## config.mk

```make
export PLATFORM = sky130hd
export DESIGN_NAME = logic_axi4_lite_bus_read_decoder
export DESIGN_NICKNAME = d
export VERILOG_FILES = /design/src/rtl/logic_axi4_lite_bus_pkg.sv /design/src/rtl/logic_axi4_lite_bus_address_decode.sv /design/src/rtl/logic_axi4_lite_bus_read_decoder.sv
export SDC_FILE = /design/constraint.sdc
export NUM_CORES = 1
export LEC_CHECK = 0
export BUFFER_PORTS_ARGS = -buffer_cell sky130_fd_sc_hd__clkbuf_2
export CORE_MARGIN = 2
export CORE_UTILIZATION = 33
export CTS_CLUSTER_SIZE = 16
export DETAILED_ROUTE_END_ITERATION = 7
export PLACE_DENSITY = 0.74
export SYNTH_ARGS = -nofsm -noshare
export SYNTH_HDL_FRONTEND = slang
export SYNTH_SLANG_ARGS = --single-unit
```

## constraint.sdc

```tcl
create_clock -name aclk -period 1.1 [get_ports aclk]
set_input_delay 0.275 -clock aclk [delete_from_list [all_inputs] [get_ports aclk]]
set_output_delay 0.275 -clock aclk [all_outputs]
set_load 0.005 [all_outputs]
```

## src/rtl/logic_axi4_lite_bus_pkg.sv

```systemverilog
// Shared AXI4-Lite bus definitions: response codes, field widths and the
// per-slave address map entry used by the read/write decoders.
package logic_axi4_lite_bus_pkg;

   localparam int RESPONSE_WIDTH = 2;
   localparam int PROT_WIDTH     = 3;

   typedef enum logic [RESPONSE_WIDTH-1:0] {
      OKAY   = 2'd0,
      EXOKAY = 2'd1,
      SLVERR = 2'd2,
      DECERR = 2'd3
   } response_t;

   // Inclusive address window; address_low > address_high marks an unused entry.
   typedef struct packed {
      logic [63:0] address_high;
      logic [63:0] address_low;
   } slave_t;

   function automatic int index_width(input int n);
      return (n > 1) ? $clog2(n) : 1;
   endfunction

endpackage

```

## src/rtl/logic_axi4_lite_bus_address_decode.sv

```systemverilog
// Combinational address-map lookup: one-hot select, binary index and hit flag.
// Overlapping windows resolve to the lowest slave index.
module logic_axi4_lite_bus_address_decode
   import logic_axi4_lite_bus_pkg::*;
#(
   parameter int                  SLAVES        = 2,
   parameter int                  ADDRESS_WIDTH = 32,
   parameter int                  INDEX_WIDTH   = index_width(SLAVES),
   parameter slave_t [SLAVES-1:0] MAP           = '0
) (
   input  logic [ADDRESS_WIDTH-1:0] addr,
   output logic [SLAVES-1:0]        select,
   output logic [INDEX_WIDTH-1:0]   index,
   output logic                     hit
);

   logic [63:0] addr_ext;

   // Scan from the top down so the lowest matching index is the last one written.
   always_comb begin
      addr_ext = 64'(addr);
      select   = '0;
      index    = '0;
      hit      = 1'b0;
      for (int i = SLAVES - 1; i >= 0; i--) begin
         if ((MAP[i].address_low <= MAP[i].address_high) &&
             (addr_ext >= MAP[i].address_low) &&
             (addr_ext <= MAP[i].address_high)) begin
            select    = '0;
            select[i] = 1'b1;
            index     = INDEX_WIDTH'(i);
            hit       = 1'b1;
         end
      end
   end

endmodule

```

## src/rtl/logic_axi4_lite_bus_read_decoder.sv

```systemverilog
// AXI4-Lite read-path decoder: one master to SLAVES slaves, one read in flight,
// local DECERR for unmapped addresses. Optional LOGIC_AXI4_LITE_BUS_READ_DECODER_STATS_EN adds counters.
module logic_axi4_lite_bus_read_decoder
   import logic_axi4_lite_bus_pkg::*;
#(
   parameter int                  SLAVES        = 2,
   parameter int                  ADDRESS_WIDTH = 32,
   parameter int                  DATA_WIDTH    = 32,
   parameter slave_t [SLAVES-1:0] MAP           = '0
) (
   input  logic                             aclk,
   input  logic                             areset_n,
   input  logic                             m_arvalid,
   output logic                             m_arready,
   input  logic [ADDRESS_WIDTH-1:0]         m_araddr,
   input  logic [PROT_WIDTH-1:0]            m_arprot,
   output logic                             m_rvalid,
   input  logic                             m_rready,
   output logic [DATA_WIDTH-1:0]            m_rdata,
   output logic [RESPONSE_WIDTH-1:0]        m_rresp,
   output logic [SLAVES-1:0]                s_arvalid,
   input  logic [SLAVES-1:0]                s_arready,
   output logic [ADDRESS_WIDTH-1:0]         s_araddr,
   output logic [PROT_WIDTH-1:0]            s_arprot,
   input  logic [SLAVES-1:0]                s_rvalid,
   output logic [SLAVES-1:0]                s_rready,
   input  logic [SLAVES*DATA_WIDTH-1:0]     s_rdata,
   input  logic [SLAVES*RESPONSE_WIDTH-1:0] s_rresp
`ifdef LOGIC_AXI4_LITE_BUS_READ_DECODER_STATS_EN
   ,
   output logic [31:0]                      accepted_count,
   output logic [31:0]                      decerr_count
`endif
);

   localparam int INDEX_WIDTH = index_width(SLAVES);

   typedef enum logic [1:0] {
      ST_IDLE,
      ST_ADDR,
      ST_DATA,
      ST_DECERR
   } state_t;

   state_t                 state, state_next;
   logic [SLAVES-1:0]      sel_oh;
   logic [INDEX_WIDTH-1:0] sel_idx;
   logic [SLAVES-1:0]      dec_select;
   logic [INDEX_WIDTH-1:0] dec_index;
   logic                   dec_hit;
   logic                   ar_hs;

   logic_axi4_lite_bus_address_decode #(
      .SLAVES        (SLAVES),
      .ADDRESS_WIDTH (ADDRESS_WIDTH),
      .INDEX_WIDTH   (INDEX_WIDTH),
      .MAP           (MAP)
   ) u_address_decode (
      .addr   (m_araddr),
      .select (dec_select),
      .index  (dec_index),
      .hit    (dec_hit)
   );

   assign ar_hs = m_arvalid && m_arready;

   // Outputs are decoded from the registered state; the DATA phase is a pure
   // combinational pass-through of the selected slave.
   always_comb begin
      state_next = state;
      s_arvalid  = '0;
      s_rready   = '0;
      m_rvalid   = 1'b0;
      m_rdata    = '0;
      m_rresp    = '0;
      case (state)
         ST_IDLE: begin
            if (ar_hs) begin
               state_next = dec_hit ? ST_ADDR : ST_DECERR;
            end
         end
         ST_ADDR: begin
            s_arvalid = sel_oh;
            if (|(s_arready & sel_oh)) begin
               state_next = ST_DATA;
            end
         end
         ST_DATA: begin
            m_rvalid = |(s_rvalid & sel_oh);
            m_rdata  = s_rdata[sel_idx*DATA_WIDTH +: DATA_WIDTH];
            m_rresp  = s_rresp[sel_idx*RESPONSE_WIDTH +: RESPONSE_WIDTH];
            s_rready = sel_oh & {SLAVES{m_rready}};
            if (m_rvalid && m_rready) begin
               state_next = ST_IDLE;
            end
         end
         ST_DECERR: begin
            m_rvalid = 1'b1;
            m_rresp  = DECERR;
            if (m_rready) begin
               state_next = ST_IDLE;
            end
         end
         default: state_next = ST_IDLE;
      endcase
   end

   // m_arready is registered so it only rises once the decoder is back in IDLE.
   always_ff @(posedge aclk or negedge areset_n) begin
      if (!areset_n) begin
         state     <= ST_IDLE;
         m_arready <= 1'b0;
         s_araddr  <= '0;
         s_arprot  <= '0;
         sel_oh    <= '0;
         sel_idx   <= '0;
      end else begin
         state     <= state_next;
         m_arready <= (state_next == ST_IDLE);
         if (ar_hs) begin
            s_araddr <= m_araddr;
            s_arprot <= m_arprot;
            sel_oh   <= dec_select;
            sel_idx  <= dec_index;
         end
      end
   end

`ifdef LOGIC_AXI4_LITE_BUS_READ_DECODER_STATS_EN
   function automatic logic [31:0] sat_inc(input logic [31:0] value);
      return (value == 32'hFFFF_FFFF) ? value : value + 32'd1;
   endfunction

   always_ff @(posedge aclk or negedge areset_n) begin
      if (!areset_n) begin
         accepted_count <= '0;
         decerr_count   <= '0;
      end else begin
         if (ar_hs) begin
            accepted_count <= sat_inc(accepted_count);
         end
         if ((state == ST_DECERR) && m_rvalid && m_rready) begin
            decerr_count <= sat_inc(decerr_count);
         end
      end
   end
`endif

endmodule
```

==> run summary <==
Max Fanout on Critical Path = 24
clock-pin slew on the worst setup and hold paths = 80 ps
post-synthesis register bit count = 39
CTS tree = done
share of cells above drive strength 1 = 71.8%
register area = 977 um^2
drt first pass iters = 4
Max Fclk = 643 MHz
CP endpoint kind = output pin
final setup margin = -454 ps
WS Path Type = flip-flop to output pin
area taken by multi-input logic gates = 988 um^2
Clock Path Buffers = 2
HPWL after detailed placement = 4040 um
RSZ-0062 raised after global routing = yes
IO Count = 186
Starting Density = 33.6%
vias in the first global route = 1,726
WL final = 5480 um
part of the cycle the worst path needs = 141%
Mean Syn Cell Area = 13.2 um^2
GR Util All Layers = 16.2%
final hold slack = 210 ps
synth unique cells = 25
cells after synthesis = 149
Die Area = 6590 um^2
Site Rows = 28
Syn-to-layout area delta = 68.9%
IO buf count = 147
GRT Residual Overflow = 0
clk sinks = 39
max-cap viol count = 0
Max Slew Vio Count = 0
outcome = finished with violations
Layout Nets = 443
Worst VDD drop = 1270 uV
drt drc = 0
Crit path required time = 820 ps
initial antenna violation count = 0
starting DRC count in detailed routing = 17
HP Class = input pin to flip-flop
GPL Wtd Cong = 0.664
core outline area = 5850 um^2
Lkg Pwr = 1.86 nW
H-Tree Depth = 2
failing checks = setup timing
final hold vios = 0
DR vias/cell = 4.52
Crit path arrival time = 1280 ps
routed len/inst = 13.4 um
layout filler cell count = 528
maximum number of pins on one net before global-route repair = 40
crit path launch type = flip-flop
routed via count = 1,844
clock root buffer = clkbuf_8
n_diodes = 0
yosys warns = 0
Routed Antenna Nets = 0
final setup fails = 76
Die W = 81.2 um
pwr dens = 2380 nW/um^2
first-pass GRT wire length = 8130 um
Die Span Y = 81.2 um
Tmin final = 1550 ps
mapped cell area = 1970 um^2
CTS buffer count = 5
Skew-Pair Late Insertion Delay = 280 ps
Finished Core Util = 56.7%
skew final = 2.22 ps
sequential share of the synthesized area = 49.6%
==> cells by family after synthesis <==
kind of cell | count (synthesis) | synth area share [%]
multiplexers | 35 | 23.3
other | 1 | 0.191
AND/OR/NAND/NOR | 55 | 18.5
flip-flops | 39 | 49.7
buffers and inverters | 11 | 4.46
AO/OA/AOI/OAI | 8 | 3.88
==> stage by stage <==
step | setup WS (ps) | area, um^2 | TNS, ps | total power, W | cells
2_1_floorplan | -91.7 | 1980 | -4140 | 0.00447 | 150
6_report | -454 | 3320 | -19490 | 0.00789 | 408
4_1_cts | -466 | 3250 | -21560 | 0.00777 | 402
3_5_place_dp | -211 | 2910 | -6490 | 0.00609 | 381
5_1_grt | -542 | 3320 | -23520 | 0.00847 | 408
3_3_place_gp | -256 | 2910 | -5590 | 0.00598 | 381
==> critical path, cell delays in order, from the launching register on <==
cell      delay (ps)
dfrtp_2          440
nor2b_4          160
buf_12           150
and2_1           140
clkbuf_2         110
==> registers in the layout (all words and copies together) (netlist names) <==
name	flops
s_araddr	32
m_arready	1
state	2
s_arprot	3
sel_oh	1
==> power by group <==
part / total, W / switching [W] / leakage [nW] / internal [W]
Sequential: 0.00258 / 0.000426 / 0.460 / 0.00215
Clock: 0.000930 / 0.000487 / 0.0412 / 0.000443
Combinational: 0.00438 / 0.00153 / 1.36 / 0.00285
==> worst paths after layout <==
| path | from | endpoint | slack [ps] | cells past startpoint |
|---|---|---|---|---|
| hold / removal | m_rready | state[0] | 210 | 2 |
| max in group asynchronous | areset_n | state[0] | 380 | 3 |
| setup / recovery | state[0] | m_rdata[17] | -450 | 4 |
| hold reg to reg | s_arprot[0] | s_arprot[0] | 510 | 1 |
| setup reg to reg | state[0] | m_arready | -310 | 7 |
| min in group asynchronous | areset_n | s_araddr[6] | 500 | 3 |
==> layer usage <==
metal / global-route usage (%) / wire length (um) / vias up
met5: 0 / 0 / -
met4: 3.56 / 23 / 0
met3: 5.44 / 506 / 4
met2: 31.5 / 2950 / 90
met1: 16.6 / 2000 / 877
li1: - / - / 873
==> cells in the mapped netlist <==
cell type | number | share of area, %
o22ai_2 | 1 | 0.64
buf_2 | 1 | 0.25
buf_6 | 4 | 2.3
nor2b_1 | 2 | 0.64
and2_1 | 34 | 11
dfrtp_1 | 39 | 50
nor2b_4 | 1 | 0.70
mux2_2 | 18 | 10
mux2_4 | 17 | 13
o41ai_2 | 1 | 0.83
a21oi_2 | 1 | 0.45
clkbuf_2 | 3 | 0.76
nand4_1 | 2 | 0.64
a32oi_1 | 1 | 0.45
and3b_1 | 1 | 0.45
nor4_1 | 4 | 1.3
nand2_1 | 5 | 0.95
o21a_1 | 2 | 0.76
a21o_1 | 1 | 0.38
o31ai_1 | 1 | 0.38
nor4_2 | 4 | 2.5
and3_1 | 1 | 0.32
nor2_1 | 1 | 0.19
conb_1 | 1 | 0.19
buf_4 | 3 | 1.1
==> what timing repair did <==
action                                  4_1_cts  5_1_grt
pin swaps                                     2        4
buffers inserted                              9        9
hold buffers                                  1        0
resized for setup                            24       19
endpoints found under the setup margin       76       85
hold endpoints to repair                     39        0
gates cloned                                  3        2
==> cells in the final DEF (no fill, tap or decap), types with 2 or more instances in the layout <==
cell type,n
and2_1,34
buf_12,6
buf_2,5
buf_4,23
buf_6,5
buf_8,2
clkbuf_16,2
clkbuf_2,142
clkbuf_8,5
conb_1,2
dfrtp_1,38
mux2_4,35
nand2_1,4
nand4_1,2
nor4_1,4
nor4_2,4
o21a_1,2
==> layout make-up <==
cell class                 instances  share of cell area, %
timing repair buffer             186                   35.4
clock inverter                     2                  0.377
clock buffer                       6                   2.19
multi-input combinational        100                   29.8
tap                               75                   2.83
sequential                        39                   29.4
Power figures use the tool's default switching activity.
